**src/rtl/risc_dmem_responder.sv**
```systemverilog
// Data-memory responder for the 16-bit RISC core: serves valid/ready load/store
// requests from an internal word RAM after a fixed number of wait states.
module risc_dmem_responder #(
    parameter int ADDR_W      = 8,
    parameter int WAIT_CYCLES = 2,
    parameter int CNT_W       = 16
) (
    input  logic              clk,
    input  logic              rst_n,
    input  logic              req_valid,
    output logic              req_ready,
    input  logic              req_we,
    input  logic [ADDR_W-1:0] req_addr,
    input  logic [15:0]       req_wdata,
    output logic              rsp_valid,
    input  logic              rsp_ready,
    output logic [15:0]       rsp_rdata,
    output logic              rsp_is_write,
    output logic [CNT_W-1:0]  txn_count
);

    localparam logic [3:0] WAIT_INIT = (WAIT_CYCLES == 0) ? 4'd0 : 4'(WAIT_CYCLES - 1);

    typedef enum logic [1:0] {
        IDLE,
        WAIT,
        RESP
    } state_t;

    state_t             state_q;
    logic [3:0]         waitCount_q;
    logic               we_q;
    logic [ADDR_W-1:0]  addr_q;
    logic [15:0]        wdata_q;
    logic               reqReady_q;
    logic               rspValid_q;
    logic [15:0]        rspRdata_q;
    logic               rspIsWrite_q;
    logic [CNT_W-1:0]   txnCount_q;
    logic [CNT_W-1:0]   txnCount_d;

    logic [15:0]        mem [2**ADDR_W];

    logic               enterResp;
    logic               opWe;
    logic [ADDR_W-1:0]  opAddr;
    logic [15:0]        opWdata;

    // With zero wait states the RAM access happens on the accept edge itself,
    // so the live request is used instead of the captured copy.
    always_comb begin
        enterResp = 1'b0;
        opWe      = we_q;
        opAddr    = addr_q;
        opWdata   = wdata_q;
        if (state_q == IDLE) begin
            opWe      = req_we;
            opAddr    = req_addr;
            opWdata   = req_wdata;
            enterResp = req_valid && (WAIT_CYCLES == 0);
        end else if (state_q == WAIT) begin
            enterResp = (waitCount_q == 4'd0);
        end
        txnCount_d = txnCount_q + CNT_W'(1);
    end

    // RAM is deliberately not reset; a reset during WAIT never reaches enterResp.
    always_ff @(posedge clk) begin
        if (enterResp && opWe) begin
            mem[opAddr] <= opWdata;
        end
    end

    always_ff @(posedge clk or negedge rst_n) begin
        if (!rst_n) begin
            state_q      <= IDLE;
            waitCount_q  <= 4'd0;
            we_q         <= 1'b0;
            addr_q       <= '0;
            wdata_q      <= 16'h0000;
            reqReady_q   <= 1'b1;
            rspValid_q   <= 1'b0;
            rspRdata_q   <= 16'h0000;
            rspIsWrite_q <= 1'b0;
            txnCount_q   <= '0;
        end else begin
            if (enterResp) begin
                rspValid_q   <= 1'b1;
                rspIsWrite_q <= opWe;
                rspRdata_q   <= opWe ? 16'h0000 : mem[opAddr];
            end
            case (state_q)
                IDLE: begin
                    if (req_valid) begin
                        we_q       <= req_we;
                        addr_q     <= req_addr;
                        wdata_q    <= req_wdata;
                        reqReady_q <= 1'b0;
                        if (WAIT_CYCLES == 0) begin
                            state_q <= RESP;
                        end else begin
                            state_q     <= WAIT;
                            waitCount_q <= WAIT_INIT;
                        end
                    end
                end
                WAIT: begin
                    if (waitCount_q == 4'd0) begin
                        state_q <= RESP;
                    end else begin
                        waitCount_q <= waitCount_q - 4'd1;
                    end
                end
                RESP: begin
                    // Ready is only raised after the handshake edge, so no
                    // accept can coincide with a completing response.
                    if (rsp_ready) begin
                        rspValid_q <= 1'b0;
                        txnCount_q <= txnCount_d;
                        reqReady_q <= 1'b1;
                        state_q    <= IDLE;
                    end
                end
                default: begin
                    state_q    <= IDLE;
                    reqReady_q <= 1'b1;
                end
            endcase
        end
    end

    assign req_ready    = reqReady_q;
    assign rsp_valid    = rspValid_q;
    assign rsp_rdata    = rspRdata_q;
    assign rsp_is_write = rspIsWrite_q;
    assign txn_count    = txnCount_q;

endmodule
```
**config.mk**
```make
export PLATFORM = sky130hd
export DESIGN_NAME = risc_dmem_responder
export DESIGN_NICKNAME = d
export VERILOG_FILES = /design/src/rtl/risc_dmem_responder.sv
export SDC_FILE = /design/constraint.sdc
export NUM_CORES = 2
export LEC_CHECK = 0
export ABC_CLOCK_PERIOD_IN_PS = 6000
export CAP_MARGIN = 20
export CORE_UTILIZATION = 49
export CTS_BUF_LIST = sky130_fd_sc_hd__clkbuf_4 sky130_fd_sc_hd__clkbuf_8 sky130_fd_sc_hd__clkbuf_16
export DETAILED_ROUTE_END_ITERATION = 12
export DONT_BUFFER_PORTS = 1
export PLACE_DENSITY = 0.66
export SETUP_SLACK_MARGIN = 0.5
export SLEW_MARGIN = 20
export SYNTH_ARGS = -nofsm -noshare
export SYNTH_HDL_FRONTEND = slang
export SYNTH_SLANG_ARGS = --single-unit
```
**constraint.sdc**
```tcl
create_clock -name clk -period 6 [get_ports clk]
set_input_delay 1.2 -clock clk [delete_from_list [all_inputs] [get_ports clk]]
set_output_delay 1.2 -clock clk [all_outputs]
set_load 0.05 [all_outputs]
```
==> results.toml <==
[synth]
async_reset_ff_share_pct = 1.586
synth_top_area_share_pct = 81.38
netlist_area_sq_um = 151100
synth-edff-count = 4096
synth_nets = 8806
avgSynthCellArea_sq_um = 17.23
yosysMostFrequentCell = "edfxtp_1"
ys_warn_count = 0
yosys-top-cells-count = "4096 x edfxtp_1, 2069 x o22ai_1, 975 x o21ai_0"
yosys_most_used_dff = "edfxtp_1"
synth_cell_types = 51
yosysSeqAreaShare_pct = 82.47
ys_top_cells_by_area = "edfxtp_1 81%, o22ai_1 8.6%, o21ai_0 3.2%"
synth_top_area_cell = "edfxtp_1"
syn-instance-count = 8774
ys_ff_latch = 4162

[die]
fp.coreArea_sq_um = 306300
dieArea_sq_um = 310700
design.portCount = 64
chipHeight_um = 557.4
dieWidth_um = 557.4
num_rows = 203
initial_core_util_pct = 49.34

[global_routing]
first_global_vias = 87715
antenna_found_initial = 15
grt.total_usage_pct = 28.39
grt_overflow = 0
grt_pass1_wl_um = 633800
grt_max_degree = 162

[worst_setup_path]
crit_slowest_cell = "a31oi_4"
worstSetupEndpointType = "flop"
crit_start = "state_q[1]$_DFFE_PN0P_"
start_kind = "flop"
worstPathArrival_ns = 6.19
cp_max_fo = 36
cp.required_ns = 6.80
crit_type = "reg -> reg"
slowest_delay_ns = 0.94
reg2reg_from = "state_q[1]$_DFFE_PN0P_"
crit_path_cell_trace = "or2_1 -> a31oi_4 -> buf_4 -> buf_4 -> o22ai_1 -> o21ai_0 -> a41oi_1 -> nor4_1 -> o22ai_1 -> o31ai_1"

[drt]
wirelength_um = 449800
avgRoutedWirePerCell_um = 33.31
ant_nets = 0
num_vias = 91053
vias_per_cell = 6.743
dr.first_iter.drc_count = 14712
firstDrtPassIters = 6
drcViolationCount = 0

[clock_network]
root_buffer = "clkbuf_16"
clk_pin_slew_worst_paths_ns = 0.06
cts_buffer_depth = 4
h-tree-depth = 5
cts_tree = "done"
insertion_delay_ns = 0.93
clock_sinks = 4162
post_cts_resized = 0
cts_inserted_buffers = 397

[place]
place_hpwl_um = 255300
place_area_sq_um = 158800
io_buffer_count = 0
gp_congestion = 0.8768
preCtsSetupSlack_ns = 0.5625

[pwr]
power_frac_seq_pct = 41.7
combPwrFrac_pct = 32.2
sw_frac_of_total_pct = 36.51
p_int_mw = 59.63
ir_worst_vdd_uv = 865.0
power.density_nw_per_um2 = 547.4
switching_power_mw = 34.29
finalPower_mw = 93.92
p_clk_share_pct = 26.1
p_leak_nw = 51.98

[sta]
max_freq_mhz = 185.7
setup_violations = 0
slew_headroom_pct = 17.39
slew_viol_final = 0
tightest_slew_ns = 1.239
rsz0062_at_grt = "false"
hold_viol = 0
fin_setup_tns_ns = 0
finalCritPeriodShare_pct = 89.75
finClkSkew_ns = 0.06535
setup_ws_ns = 0.6152
min_period_ns = 5.385

[min_path]
hp-class = "in -> async"

[cells_and_area]
drive_gt1_share_pct = 13.74
utilization_pct = 56.01
synthToLayoutAreaGrowth_pct = 13.52
finalInstanceArea_sq_um = 171600
fin_nets = 9114

[status]
status = "finished, final reports clean"

[job]
cap_violations = 0
-- power groups by stage --
stage	Sequential [mW]	Combinational, mW	Clock [mW]
3_5_place_dp	39.7	29.4	0
3_3_place_gp	39.7	28.6	0
6_report	39.2	30.2	24.5
5_1_grt	39.1	31.3	25.7
2_1_floorplan	40.8	15.5	0
4_1_cts	39.1	29.6	24.7
-- flip-flops by register name, indices dropped and copies added (netlist names) --
signal	flops
mem	4096
rsp_rdata	16
txn_count	16
wdata_q	16
addr_q	8
waitCount_q	4
state_q	2
req_ready	1
rsp_is_write	1
rsp_valid	1
we_q	1
-- metrics by stage --
| step | cells | hold slack, ns |
|---|---|---|
| 2_1_floorplan | 8774 | 0.4805 |
| 3_3_place_gp | 12775 | 0.4894 |
| 3_5_place_dp | 12782 | 0.4997 |
| 4_1_cts | 13496 | 0.08981 |
| 5_1_grt | 13497 | 0.1213 |
| 6_report | 13503 | 0.1333 |
-- per-layer routing --
layer	wire [um]	track usage [%]	up-vias
li1	-	-	37351
met4	24410	14.00	12
met2	207900	43.93	6338
met5	78	0	-
met1	158900	37.52	46382
met3	58570	7.281	970
-- final timing paths --
kind / to / slack (ns) / cells after the start
max: rsp_rdata[0]$_DFFE_PN0P_ / 0.62 / 10
min: req_ready$_DFFE_PN1P_ / 0.13 / 0
max reg2reg: rsp_rdata[0]$_DFFE_PN0P_ / 0.62 / 10
min reg2reg: wdata_q[0]$_DFFE_PN0P_ / 0.51 / 1
max in group asynchronous: rsp_rdata[0]$_DFFE_PN0P_ / 5.29 / 1
min in group clk: wdata_q[11]$_DFFE_PN0P_ / 0.42 / 1
-- worst max-delay path, delay by kind of cell (launching register included) --
family	cells	cell delay [ns]
AOI/OAI and AO/OA	6	2.77
buffers and inverters	2	0.90
DFF	1	0.37
and+or+nand+nor	2	1.14
-- kinds of logic (layout without fill, tap and decap cells) --
kind of cell,count (synthesis),after routing,share of synthesized area (%)
DFF,4162,4162,82.47
AOI/OAI and AO/OA,3408,3408,13.76
buffers and inverters,660,1282,2.039
and+or+nand+nor,502,502,1.441
muxes,24,24,0.1788
xor gates and xnor gates,15,15,0.08692
adders and majority gates,3,3,0.02484
other,0,7,0
-- final cells by class --
class / count / area (sq um)
Timing Repair Buffer: 560 / 5155
Antenna cell: 7 / 17.52
Clock inverter: 221 / 1964
Sequential cell: 4162 / 124700
Multi-Input combinational cell: 3952 / 23900
Clock buffer: 492 / 10730
Tap cell: 4100 / 5130
Inverter: 9 / 33.78
Fill cell: 23099 / 134700
-- cell usage in the layout, fill, tap and decap left out, types with 5 or more instances in the layout --
| master | Yosys | routed |
|---|---|---|
| bufinv_16 | 0 | 31 |
| nand2_8 | 0 | 10 |
| nand2_1 | 105 | 70 |
| xor2_1 | 5 | 5 |
| o22ai_1 | 2069 | 2068 |
| clkinvlp_4 | 0 | 10 |
| clkbuf_4 | 0 | 89 |
| clkinv_2 | 0 | 67 |
| nor3_1 | 9 | 8 |
| a41oi_1 | 256 | 251 |
| o21ai_1 | 73 | 73 |
| nor2_2 | 0 | 9 |
| dfrtp_1 | 65 | 64 |
| nand2b_1 | 10 | 10 |
| a31oi_4 | 4 | 6 |
| edfxtp_1 | 4096 | 4096 |
| buf_4 | 20 | 482 |
| mux2_2 | 24 | 24 |
| clkbuf_16 | 0 | 401 |
| diode_2 | 0 | 7 |
| clkinv_1 | 0 | 92 |
| nor4_1 | 48 | 42 |
| nand2_4 | 0 | 9 |
| nand2_2 | 0 | 16 |
| nand4_1 | 5 | 5 |
| a41oi_2 | 0 | 5 |
| buf_12 | 0 | 73 |
| inv_6 | 0 | 11 |
| o31ai_2 | 5 | 5 |
| nor4_2 | 0 | 6 |
| o21ai_0 | 975 | 974 |
| inv_1 | 9 | 9 |
| xnor2_1 | 10 | 10 |
| nand3_1 | 14 | 14 |
| nor2_1 | 281 | 268 |
-- repair_timing --
item | CTS | global route
hold buffers | 1 | 0
setup endpoints to repair | 0 | 0
setup buffers | 0 | 0
endpoints found under the hold margin | 65 | 0
Power figures use the tool's default switching activity.
